[config.mk]
export PLATFORM = sky130hd
export DESIGN_NAME = mips_multicycle_ctrl
export DESIGN_NICKNAME = d
export VERILOG_FILES = /design/src/rtl/mips_multicycle_ctrl.sv
export SDC_FILE = /design/constraint.sdc
export NUM_CORES = 1
export LEC_CHECK = 0
export ABC_AREA = 0
export CAP_MARGIN = 25
export CORE_ASPECT_RATIO = 0.9
export CORE_MARGIN = 2
export CORE_UTILIZATION = 45
export DETAILED_ROUTE_END_ITERATION = 16
export PLACE_DENSITY = 0.92
export SYNTH_ARGS = -nofsm -noshare
export SYNTH_HDL_FRONTEND = slang
export SYNTH_SLANG_ARGS = --single-unit
[constraint.sdc]
create_clock -name clk -period 2.3 [get_ports clk]
set_input_delay 0.23 -clock clk [delete_from_list [all_inputs] [get_ports clk]]
set_output_delay 0.23 -clock clk [all_outputs]
set_load 0.05 [all_outputs]
[src/rtl/mips_multicycle_ctrl.sv]
// Main control FSM for the multi-cycle MIPS core. It sequences the shared datapath
// through FETCH/DECODE/EXEC/S4/S5 and counts the instructions it retires.
module mips_multicycle_ctrl #(
    parameter int unsigned COUNT_WIDTH = 16
) (
    input  logic                   clk,
    input  logic                   reset,
    input  logic [5:0]             opcode,
    input  logic [5:0]             funct,
    input  logic                   zero,
    output logic                   pc_write,
    output logic                   iord,
    output logic                   mem_write,
    output logic                   ir_write,
    output logic                   reg_dst,
    output logic                   mem_to_reg,
    output logic                   reg_write,
    output logic [1:0]             alu_src_a,
    output logic [2:0]             alu_src_b,
    output logic [3:0]             alu_ctrl,
    output logic                   pc_src,
    output logic [3:0]             count_state,
    output logic                   instr_done,
    output logic                   illegal_op,
    output logic [COUNT_WIDTH-1:0] instr_count
);

    typedef enum logic [3:0] {
        IDLE   = 4'd0,
        FETCH  = 4'd1,
        DECODE = 4'd2,
        EXEC   = 4'd3,
        S4     = 4'd4,
        S5     = 4'd5
    } state_t;

    typedef enum logic [3:0] {
        OP_ADD, OP_OR, OP_SLL, OP_ADDI, OP_ANDI, OP_LUI,
        OP_BEQ, OP_BNE, OP_LW, OP_SW, OP_BAD
    } op_t;

    localparam logic [3:0] ALU_ADD = 4'b0010;
    localparam logic [3:0] ALU_SUB = 4'b0110;
    localparam logic [3:0] ALU_AND = 4'b0000;
    localparam logic [3:0] ALU_OR  = 4'b0001;
    localparam logic [3:0] ALU_SLL = 4'b1000;

    state_t                 state_q, state_d;
    logic                   zero_q, zero_d;
    logic [COUNT_WIDTH-1:0] instr_count_q, instr_count_d;
    op_t                    op;

    always_comb begin
        op = OP_BAD;
        case (opcode)
            6'h00: begin
                case (funct)
                    6'h20:   op = OP_ADD;
                    6'h25:   op = OP_OR;
                    6'h00:   op = OP_SLL;
                    default: op = OP_BAD;
                endcase
            end
            6'h08:   op = OP_ADDI;
            6'h0C:   op = OP_ANDI;
            6'h0F:   op = OP_LUI;
            6'h04:   op = OP_BEQ;
            6'h05:   op = OP_BNE;
            6'h23:   op = OP_LW;
            6'h2B:   op = OP_SW;
            default: op = OP_BAD;
        endcase
    end

    always_comb begin
        state_d    = state_q;
        zero_d     = zero_q;
        pc_write   = 1'b0;
        iord       = 1'b0;
        mem_write  = 1'b0;
        ir_write   = 1'b0;
        reg_dst    = 1'b0;
        mem_to_reg = 1'b0;
        reg_write  = 1'b0;
        alu_src_a  = 2'b00;
        alu_src_b  = 3'b000;
        alu_ctrl   = ALU_AND;
        pc_src     = 1'b0;
        instr_done = 1'b0;
        illegal_op = 1'b0;

        case (state_q)
            IDLE: state_d = FETCH;
            FETCH: begin
                ir_write  = 1'b1;
                alu_src_b = 3'b001;
                alu_ctrl  = ALU_ADD;
                pc_write  = 1'b1;
                state_d   = DECODE;
            end
            DECODE: begin
                // Branch target is computed speculatively here and parked in ALUOut.
                alu_src_b = 3'b101;
                alu_ctrl  = ALU_ADD;
                if (op == OP_BAD) begin
                    illegal_op = 1'b1;
                    state_d    = FETCH;
                end else begin
                    state_d = EXEC;
                end
            end
            EXEC: begin
                state_d = S4;
                case (op)
                    OP_ADD:  begin alu_src_a = 2'b01; alu_src_b = 3'b000; alu_ctrl = ALU_ADD; end
                    OP_OR:   begin alu_src_a = 2'b01; alu_src_b = 3'b000; alu_ctrl = ALU_OR;  end
                    OP_SLL:  begin alu_src_a = 2'b10; alu_src_b = 3'b000; alu_ctrl = ALU_SLL; end
                    OP_ADDI: begin alu_src_a = 2'b01; alu_src_b = 3'b010; alu_ctrl = ALU_ADD; end
                    OP_ANDI: begin alu_src_a = 2'b01; alu_src_b = 3'b011; alu_ctrl = ALU_AND; end
                    OP_LUI:  begin alu_src_a = 2'b11; alu_src_b = 3'b100; alu_ctrl = ALU_ADD; end
                    OP_LW, OP_SW: begin
                        alu_src_a = 2'b01; alu_src_b = 3'b010; alu_ctrl = ALU_ADD;
                    end
                    OP_BEQ, OP_BNE: begin
                        alu_src_a = 2'b01; alu_src_b = 3'b000; alu_ctrl = ALU_SUB;
                        zero_d    = zero;
                    end
                    default: ;
                endcase
            end
            S4: begin
                state_d = FETCH;
                case (op)
                    OP_ADD, OP_OR, OP_SLL: begin
                        reg_dst = 1'b1; reg_write = 1'b1; instr_done = 1'b1;
                    end
                    OP_ADDI, OP_ANDI, OP_LUI: begin
                        reg_write = 1'b1; instr_done = 1'b1;
                    end
                    OP_BEQ: begin pc_src = 1'b1; pc_write = zero_q;  instr_done = 1'b1; end
                    OP_BNE: begin pc_src = 1'b1; pc_write = ~zero_q; instr_done = 1'b1; end
                    OP_LW:  begin iord = 1'b1; state_d = S5; end
                    OP_SW:  begin iord = 1'b1; mem_write = 1'b1; state_d = S5; end
                    default: ;
                endcase
            end
            S5: begin
                state_d = FETCH;
                case (op)
                    OP_LW: begin mem_to_reg = 1'b1; reg_write = 1'b1; instr_done = 1'b1; end
                    OP_SW: instr_done = 1'b1;
                    default: ;
                endcase
            end
            default: state_d = FETCH;
        endcase

        instr_count_d = instr_count_q;
        if (instr_done) begin
            instr_count_d = instr_count_q + COUNT_WIDTH'(1);
        end
    end

    always_ff @(posedge clk) begin
        if (reset) begin
            state_q       <= IDLE;
            zero_q        <= 1'b0;
            instr_count_q <= '0;
        end else begin
            state_q       <= state_d;
            zero_q        <= zero_d;
            instr_count_q <= instr_count_d;
        end
    end

    assign count_state = state_q;
    assign instr_count = instr_count_q;

endmodule

==> results of run 1 <==
flip-flops by register name, summed over array words and instances, names as in the netlist:
register,count
instr_count,16
count_state,3
zero_q,1
per-layer routing:
layer | share of wire, % | routed length, um | up-vias
met1 | 39 | 2476 | 969
met4 | 3.7 | 232 | 0
met5 | 0 | 0 | -
met2 | 50 | 3144 | 140
met3 | 7.8 | 497 | 30
li1 | - | - | 913
synthesized netlist by cell type (2+ instances only):
master	n	area, um^2
buf_4	2	15.01
or3_1	11	68.82
or2_2	5	31.28
or4_1	2	15.01
xnor2_1	7	61.31
a31oi_1	4	25.02
a21oi_1	19	95.09
o21ai_0	13	65.06
buf_2	4	20.02
xor2_1	2	17.52
nor3_1	3	15.01
nand2_1	10	37.54
nand3_1	9	45.04
clkbuf_1	2	7.510
and4_1	2	17.52
and2_1	3	18.77
nand4_1	5	31.28
nor4b_1	2	17.52
a31o_2	2	17.52
nor2b_1	3	18.77
and3_1	2	12.51
nor4_1	2	12.51
dfxtp_1	20	400.4
nor2_1	22	82.58
inv_1	4	15.01
mux2i_1	2	20.02
nor3b_1	2	15.01
nand2b_1	7	43.79
cell families (layout without fill, tap and decap cells):
| group | count (synthesis) | after routing | synth area share (%) |
|---|---|---|---|
| other | 1 | 1 | 0.2485 |
| buffers and inverters | 14 | 103 | 4.809 |
| flip-flops | 20 | 20 | 26.53 |
| AO/OA/AOI/OAI | 52 | 52 | 21.64 |
| XOR/XNOR | 9 | 9 | 5.224 |
| multiplexers | 2 | 2 | 1.327 |
| AND/OR/NAND/NOR | 100 | 100 | 39.39 |
| adder cells (fa/ha/maj) | 1 | 1 | 0.8291 |
final timing paths:
kind	startpoint	endpoint	slack, ns
max	opcode[2]	illegal_op	0.003
min	instr_count[6]$_SDFFE_PP0P_	instr_count[6]$_SDFFE_PP0P_	0.50
max reg2reg	instr_count[2]$_SDFFE_PP0P_	instr_count[9]$_SDFFE_PP0P_	0.13
min reg2reg	instr_count[6]$_SDFFE_PP0P_	instr_count[6]$_SDFFE_PP0P_	0.50
timing repair:
| action | 4_1_cts | 5_1_grt |
|---|---|---|
| gates resized for setup | 44 | 28 |
| pin swaps | 12 | 11 |
| setup endpoints to repair | 16 | 22 |
| setup buffers | 6 | 0 |
power groups by stage:
stage / logic (uW) / registers, uW / clock network (uW)
2_1_floorplan: 113 / 368 / 0
3_3_place_gp: 225 / 362 / 0
3_5_place_dp: 231 / 362 / 0
4_1_cts: 251 / 354 / 282
5_1_grt: 283 / 355 / 295
6_report: 273 / 355 / 280
area by class of cell:
cell class / count / area, um^2 / share of cell area, %
inverter: 4 / 18.77 / 0.6736
timing repair buffer: 95 / 992.2 / 35.61
clock buffer: 4 / 55.05 / 1.976
multi-input combinational: 165 / 1261 / 45.26
tap: 42 / 52.55 / 1.886
sequential: 20 / 406.6 / 14.59
through the flow:
step / utilization [%] / cell area (um^2) / worst slack (ns) / cells
floorplan: - / 1556 / -0.3801 / 199
global placement: 78.63 / 2467 / -0.2109 / 320
detailed placement: 78.63 / 2467 / -0.2934 / 320
CTS: 86.52 / 2715 / -0.04058 / 330
global route: 88.80 / 2786 / -0.03109 / 330
finish: 88.80 / 2786 / 0.003499 / 330
worst min-delay path, delay by kind of cell, from the launching register on:
| family | cells | cell delay, ns |
|---|---|---|
| flip-flops | 1 | 0.33 |
| AO/OA/AOI/OAI | 2 | 0.13 |
==> impl_results.md, run 1 <==
- Routed vias: 2,052
- Synth warn: 0
- Via/cell ratio: between 6 and 7
- Placeable Area: roughly 3100 um^2
- Grt met3 use: 6.692%
- Crit path required time: ~2.1 ns
- Max-cap violations: 0
- Critical path type: primary input to primary output
- Critical path's largest stage delay: 0.56 ns
- Post-Route WL: between 6000 and 7000 um
- Most common cell after layout, fill and taps aside: buf_4
- RSZ-0062 raised after global routing: yes
- Async SR Flop Fraction: 0%
- Clk sink count: 20
- Combinational Power Share: 30.1%
- Layout cells sized above 1: 42.71%
- Switching pwr: 285.8 uW
- Rows: 19
- H-tree depth: 1
- Latest clock arrival within the worst-skew pair: ~0.27 ns
- CP max FO: 3
- Peak supply drop: 462.9 uV
- Iteration-0 DRC Markers: roughly 140
- Fin. max-slew vios: 0
- Net Count, Synth: approximately 220
- CTS tree: yes
- Delay-heaviest family, CP: simple AND/OR/NAND/NOR gates
- Vias in the first global route: approximately 2,000
- Clock power share: a little under a third
- Final setup fails: 0
- Hold Slack: about 0.50 ns
- Worst R2R Path Depth: 6
- Die width: 65.04 um
- GRT Residual Overflow: 0
- Post-route ant nets: 0
- Period utilization: between 90% and 100%
- Clk root buf: clkbuf_8
- Actual slew at the worst max-slew pin: 0.5180 ns
- Worst-path clk slew: about 0.080 ns
- Antenna diodes: 0
- Nets: around 300
- Seq pwr share: about two fifths
- Initial antenna violation count: 0
- Die Height: roughly 60 um
- Clock Skews: slightly below 0.005 ns
- Initial Util: 48.09%
- Longest Clk Path Bufs: 2
- Final Hold Vio Count: 0
- Seq cells post-synth: 20
- Outcome: complete, no violations
- Internal power: ~620 uW
- Top FF cell, synth: dfxtp_1
- DRT Pass-1 Iters: 5
- EDFF count, synth: 0
- Die area: between 3000 and 4000 um^2
- Cts hold-fix bufs: 0
- Met2 usage: 57.29%
- Sequential element share of the synthesized area: 26.53%
- Commonest non-fill, non-tap cells in the layout: buf_4 (40), clkdlybuf4s50_1 (22), nor2_1 (17)
- Cell count after synthesis: ~200
- Hold Crit Depth: 2
- Area Growth Syn to Fin: 84.66%
- Largest net degree at the start of global routing: 17
- Syn_area_per_cell: 7.583 um^2
- DRC viols: 0
- Synthesized cell area: ~1500 um^2
- Setup TNS: 0 ns
- Post-DP HPWL: ~3600 um
- Global route hottest layer: met2
- GP Congestion: around 0.90
- Pwr dens: roughly 330 nW/um^2
- Max Freq: around 440 MHz
- IO Port Bufs: between 50 and 60
- Number of buffers created by CTS: 3
- Top Ports: 54
- First-pass GRT wire length: between 9000 and 10,000 um
- Worst path depth: 7
- Worst slew margin: between 60% and 70%
- Layout filler cell count: between 100 and 150
- Leakage power: between 0.001 and 0.0015 uW
- WP data arrival: about 2.1 ns
- M1 GR Usage: 35.61%
- Worst setup EP type: primary output
- Worst min-delay path category: register to register
- CP max-delay cell: or4_4
- Total power: slightly above 900 uW
- CP most frequent cell: nor2_4
- Cell variety after synth: 56
- Crit start category: primary input
- Switching part of the total: between 30% and 40%
- Critical path cell sequence: buf_6 > or4_4 > a211o_4 > nor2_4 > nor2_4 > nor4b_4 > clkbuf_16
- GRT Overall Usage: approximately 31%
- Wire per inst: between 15 and 20 um
- CP bufs+invs: 2
- Minimum clock period: between 2 and 2.5 ns
(Power assumes the default switching activity.)
==> inputs of run 2 (changes only) <==
--- a/config.mk
+++ b/config.mk
@@ -6,9 +6,8 @@
 export NUM_CORES = 1
 export LEC_CHECK = 0
 export ABC_AREA = 0
-export CAP_MARGIN = 25
+export CAP_MARGIN = 15
 export CORE_ASPECT_RATIO = 0.9
-export CORE_MARGIN = 2
 export CORE_UTILIZATION = 45
 export DETAILED_ROUTE_END_ITERATION = 16
 export PLACE_DENSITY = 0.92
==> run 2 against run 1 <==
Effect of this change:
- the flow now finishes with violations (setup timing)
- global-route usage increased by 4.2 points
- hold slack improved by 0.0034 ns
- core utilization increased by 0.56 points
- sequential share of layout area about the same
- die area decreased by 6.4%
- final area decreased by 0.13%
- routed wire length increased by 14%
- flip-flop and latch count unchanged
- clock power decreased by 15%
- critical path type unchanged
- highest routed layer unchanged
==> impl_results.md, run 2 (synthesis gave the netlist of run 1 again) <==
- Hold path start: instr_count[10]$_SDFFE_PP0P_
- Cell Count, Final, Fillers Out: roughly 330
- Placeable Area: about 3100 um^2
- DRT Pass-1 Iters: 7
- Inst Count DP: ~320
- Initial Util: 48.45%
- Hold Crit Depth: 2
- Crit path required time: between 2 and 2.5 ns
- Worst slew margin: 54.98%
- Clk sink count: 20
- Longest Clk Path Bufs: 2
- Met2 usage: about 65%
- Grt met3 use: just under 8%
- Iteration-0 DRC Markers: around 280
- Critical path's largest stage delay: between 0.2 and 0.3 ns
- Routed vias: ~2,200
- Fin. max-slew vios: 0
- Pwr dens: 315.2 nW/um^2
- Initial antenna violation count: 0
- GRT Overall Usage: 35.29%
- Max Freq: around 420 MHz
- CTS tree: yes
- Die width: approximately 63 um
- Outcome: finished with violations
- Commonest non-fill, non-tap cells in the layout: buf_4 (42), clkdlybuf4s50_1 (22), dfxtp_1 (15)
- DRC viols: 0
- Worst min-delay path category: register to register
- Post-Route WL: 7259 um
- Largest net degree at the start of global routing: 22
- WP data arrival: about 2.2 ns
- Post-DP HPWL: between 3000 and 4000 um
- Flip-flop and latch area: between 400 and 500 um^2
- Critical path cell sequence: dlygate4sd2_1 > buf_6 > buf_4 > nor3_2 > a32oi_2 > o211a_4 > xor2_1 > o32ai_1 > buf_4 > buf_12
- First-pass GRT wire length: 9984 um
- Hold Slack: about 0.51 ns
- FF-to-FF Start: instr_count[2]$_SDFFE_PP0P_
- Die Height: about 57 um
- Worst Hold Path EP: instr_count[10]$_SDFFE_PP0P_
- Worst-path clk slew: 0.07 ns
- Failing checks: setup timing
- CP max FO: 7
- CP most frequent cell: buf_4
- Setup slack after layout: -0.07605 ns
- R2R Setup Slk: 0.09 ns
- Rows: 19
- GP Congestion: around 0.88
- Layout cells sized above 1: 43.55%
- Antenna diodes: 0
- Most common cell after layout, fill and taps aside: buf_4
- H-tree depth: 1
- Critical path type: primary input to primary output
- FF-to-FF End: instr_count[7]$_SDFFE_PP0P_
- CP max-delay cell: o211a_4
- Area of the multi-input gates: around 1300 um^2
- Vias in the first global route: approximately 2,000
- Global route hottest layer: met2
- RSZ-0062 raised after global routing: yes
- Worst setup EP type: primary output
- M1 GR Usage: roughly 39%
- Area Growth Syn to Fin: 84.41%
- GRT Residual Overflow: 0
- Top Ports: 54
- Via/cell ratio: 6.775
- Minimum clock period: between 2 and 2.5 ns
- Number of buffers created by CTS: 3
- Actual slew at the worst max-slew pin: around 0.66 ns
- Die area: between 3000 and 4000 um^2
- IO Port Bufs: between 50 and 60
- Final setup fails: 7
- Nets: just over 300
- Worst R2R Path Depth: 6
- Clock Skews: slightly above 0.01 ns
- Setup TNS: -0.2335 ns
- Latest clock arrival within the worst-skew pair: about 0.26 ns
- Total power: 877.1 uW
- Final Hold Vio Count: 0
- Leakage power: 0.001019 uW
- Period utilization: 103.3%
- Layout filler cell count: between 100 and 150
- Crit start category: primary input
- Clk root buf: clkbuf_8
- Max-cap violations: 0
- Wire per inst: roughly 22 um
- Peak supply drop: 399.7 uV
- Post-route ant nets: 0
- Max reg flops: 16
==> run 2: cell types whose count changed in the layout (fill, tap and decap cells not counted), moves of 2 or more <==
cell           before  now
buf_6               8    4
dlygate4sd2_1       3    6
nor2_1             17   14
a31oi_2             2    0
buf_4              40   42
nor2_4              3    5
nor3_2              0    2
o31a_1              0    2
==> run 2: layer usage <==
layer / wire length, um / vias to the layer above / share of wire (%)
li1: - / 914 / -
met1: 2517 / 1017 / 35
met2: 3406 / 223 / 47
met3: 795 / 75 / 11
met4: 539 / 0 / 7.4
met5: 0 / - / 0
==> run 2: through the flow <==
| stage | area [um^2] | utilization, % | setup WS, ns |
|---|---|---|---|
| floorplan | 1556 | - | -0.3801 |
| global placement | 2452 | 78.75 | -0.2099 |
| detailed placement | 2452 | 78.75 | -0.2872 |
| CTS | 2689 | 86.34 | 0.001270 |
| global route | 2783 | 89.35 | -0.1165 |
| finish | 2783 | 89.35 | -0.07605 |
==> run 2: area by class of cell <==
class	count	area share, %
multi-input cells	166	46.58
repair buffers	94	34.76
flip-flops and latches	20	14.61
well taps	42	1.888
clock buffers	3	1.484
inverters	4	0.6745
==> run 2: report_power, final <==
group	switching [uW]	internal [uW]	total (uW)
logic	165	119	284
registers	7.31	349	356
clock network	120	117	237
==> run 2: how the worst max path moves through the flow <==
stage,from,to,slack (ns)
floorplan,count_state[0]$_SDFF_PP0_,pc_write,-0.38
global placement,opcode[2],illegal_op,-0.21
detailed placement,opcode[1],alu_src_a[0],-0.29
CTS,opcode[0],reg_write,0.001
global route,opcode[5],alu_ctrl[1],-0.12
finish,opcode[2],pc_write,-0.08
==> run 2: repair_timing <==
action	4_1_cts	5_1_grt
gates cloned	1	0
pin swaps	16	11
setup endpoints to repair	16	25
hold buffers	0	0
gates resized for setup	47	23
buffers inserted	6	1
==> run 2: worst max-delay path, delay by kind of cell <==
kind	cells	cell delay, ns
AOI/OAI and AO/OA	3	0.66
buffers and inverters	5	0.86
xor gates and xnor gates	1	0.15
and+or+nand+nor	1	0.25
==> inputs of run 3 (changes only) <==
--- a/config.mk
+++ b/config.mk
@@ -11,6 +11,7 @@
 export CORE_UTILIZATION = 45
 export DETAILED_ROUTE_END_ITERATION = 16
 export PLACE_DENSITY = 0.92
+export SLEW_MARGIN = 30
 export SYNTH_ARGS = -nofsm -noshare
 export SYNTH_HDL_FRONTEND = slang
 export SYNTH_SLANG_ARGS = --single-unit
==> results of run 3 <==
Same layout as run 2: the final DEF is identical, and so are final timing and power.
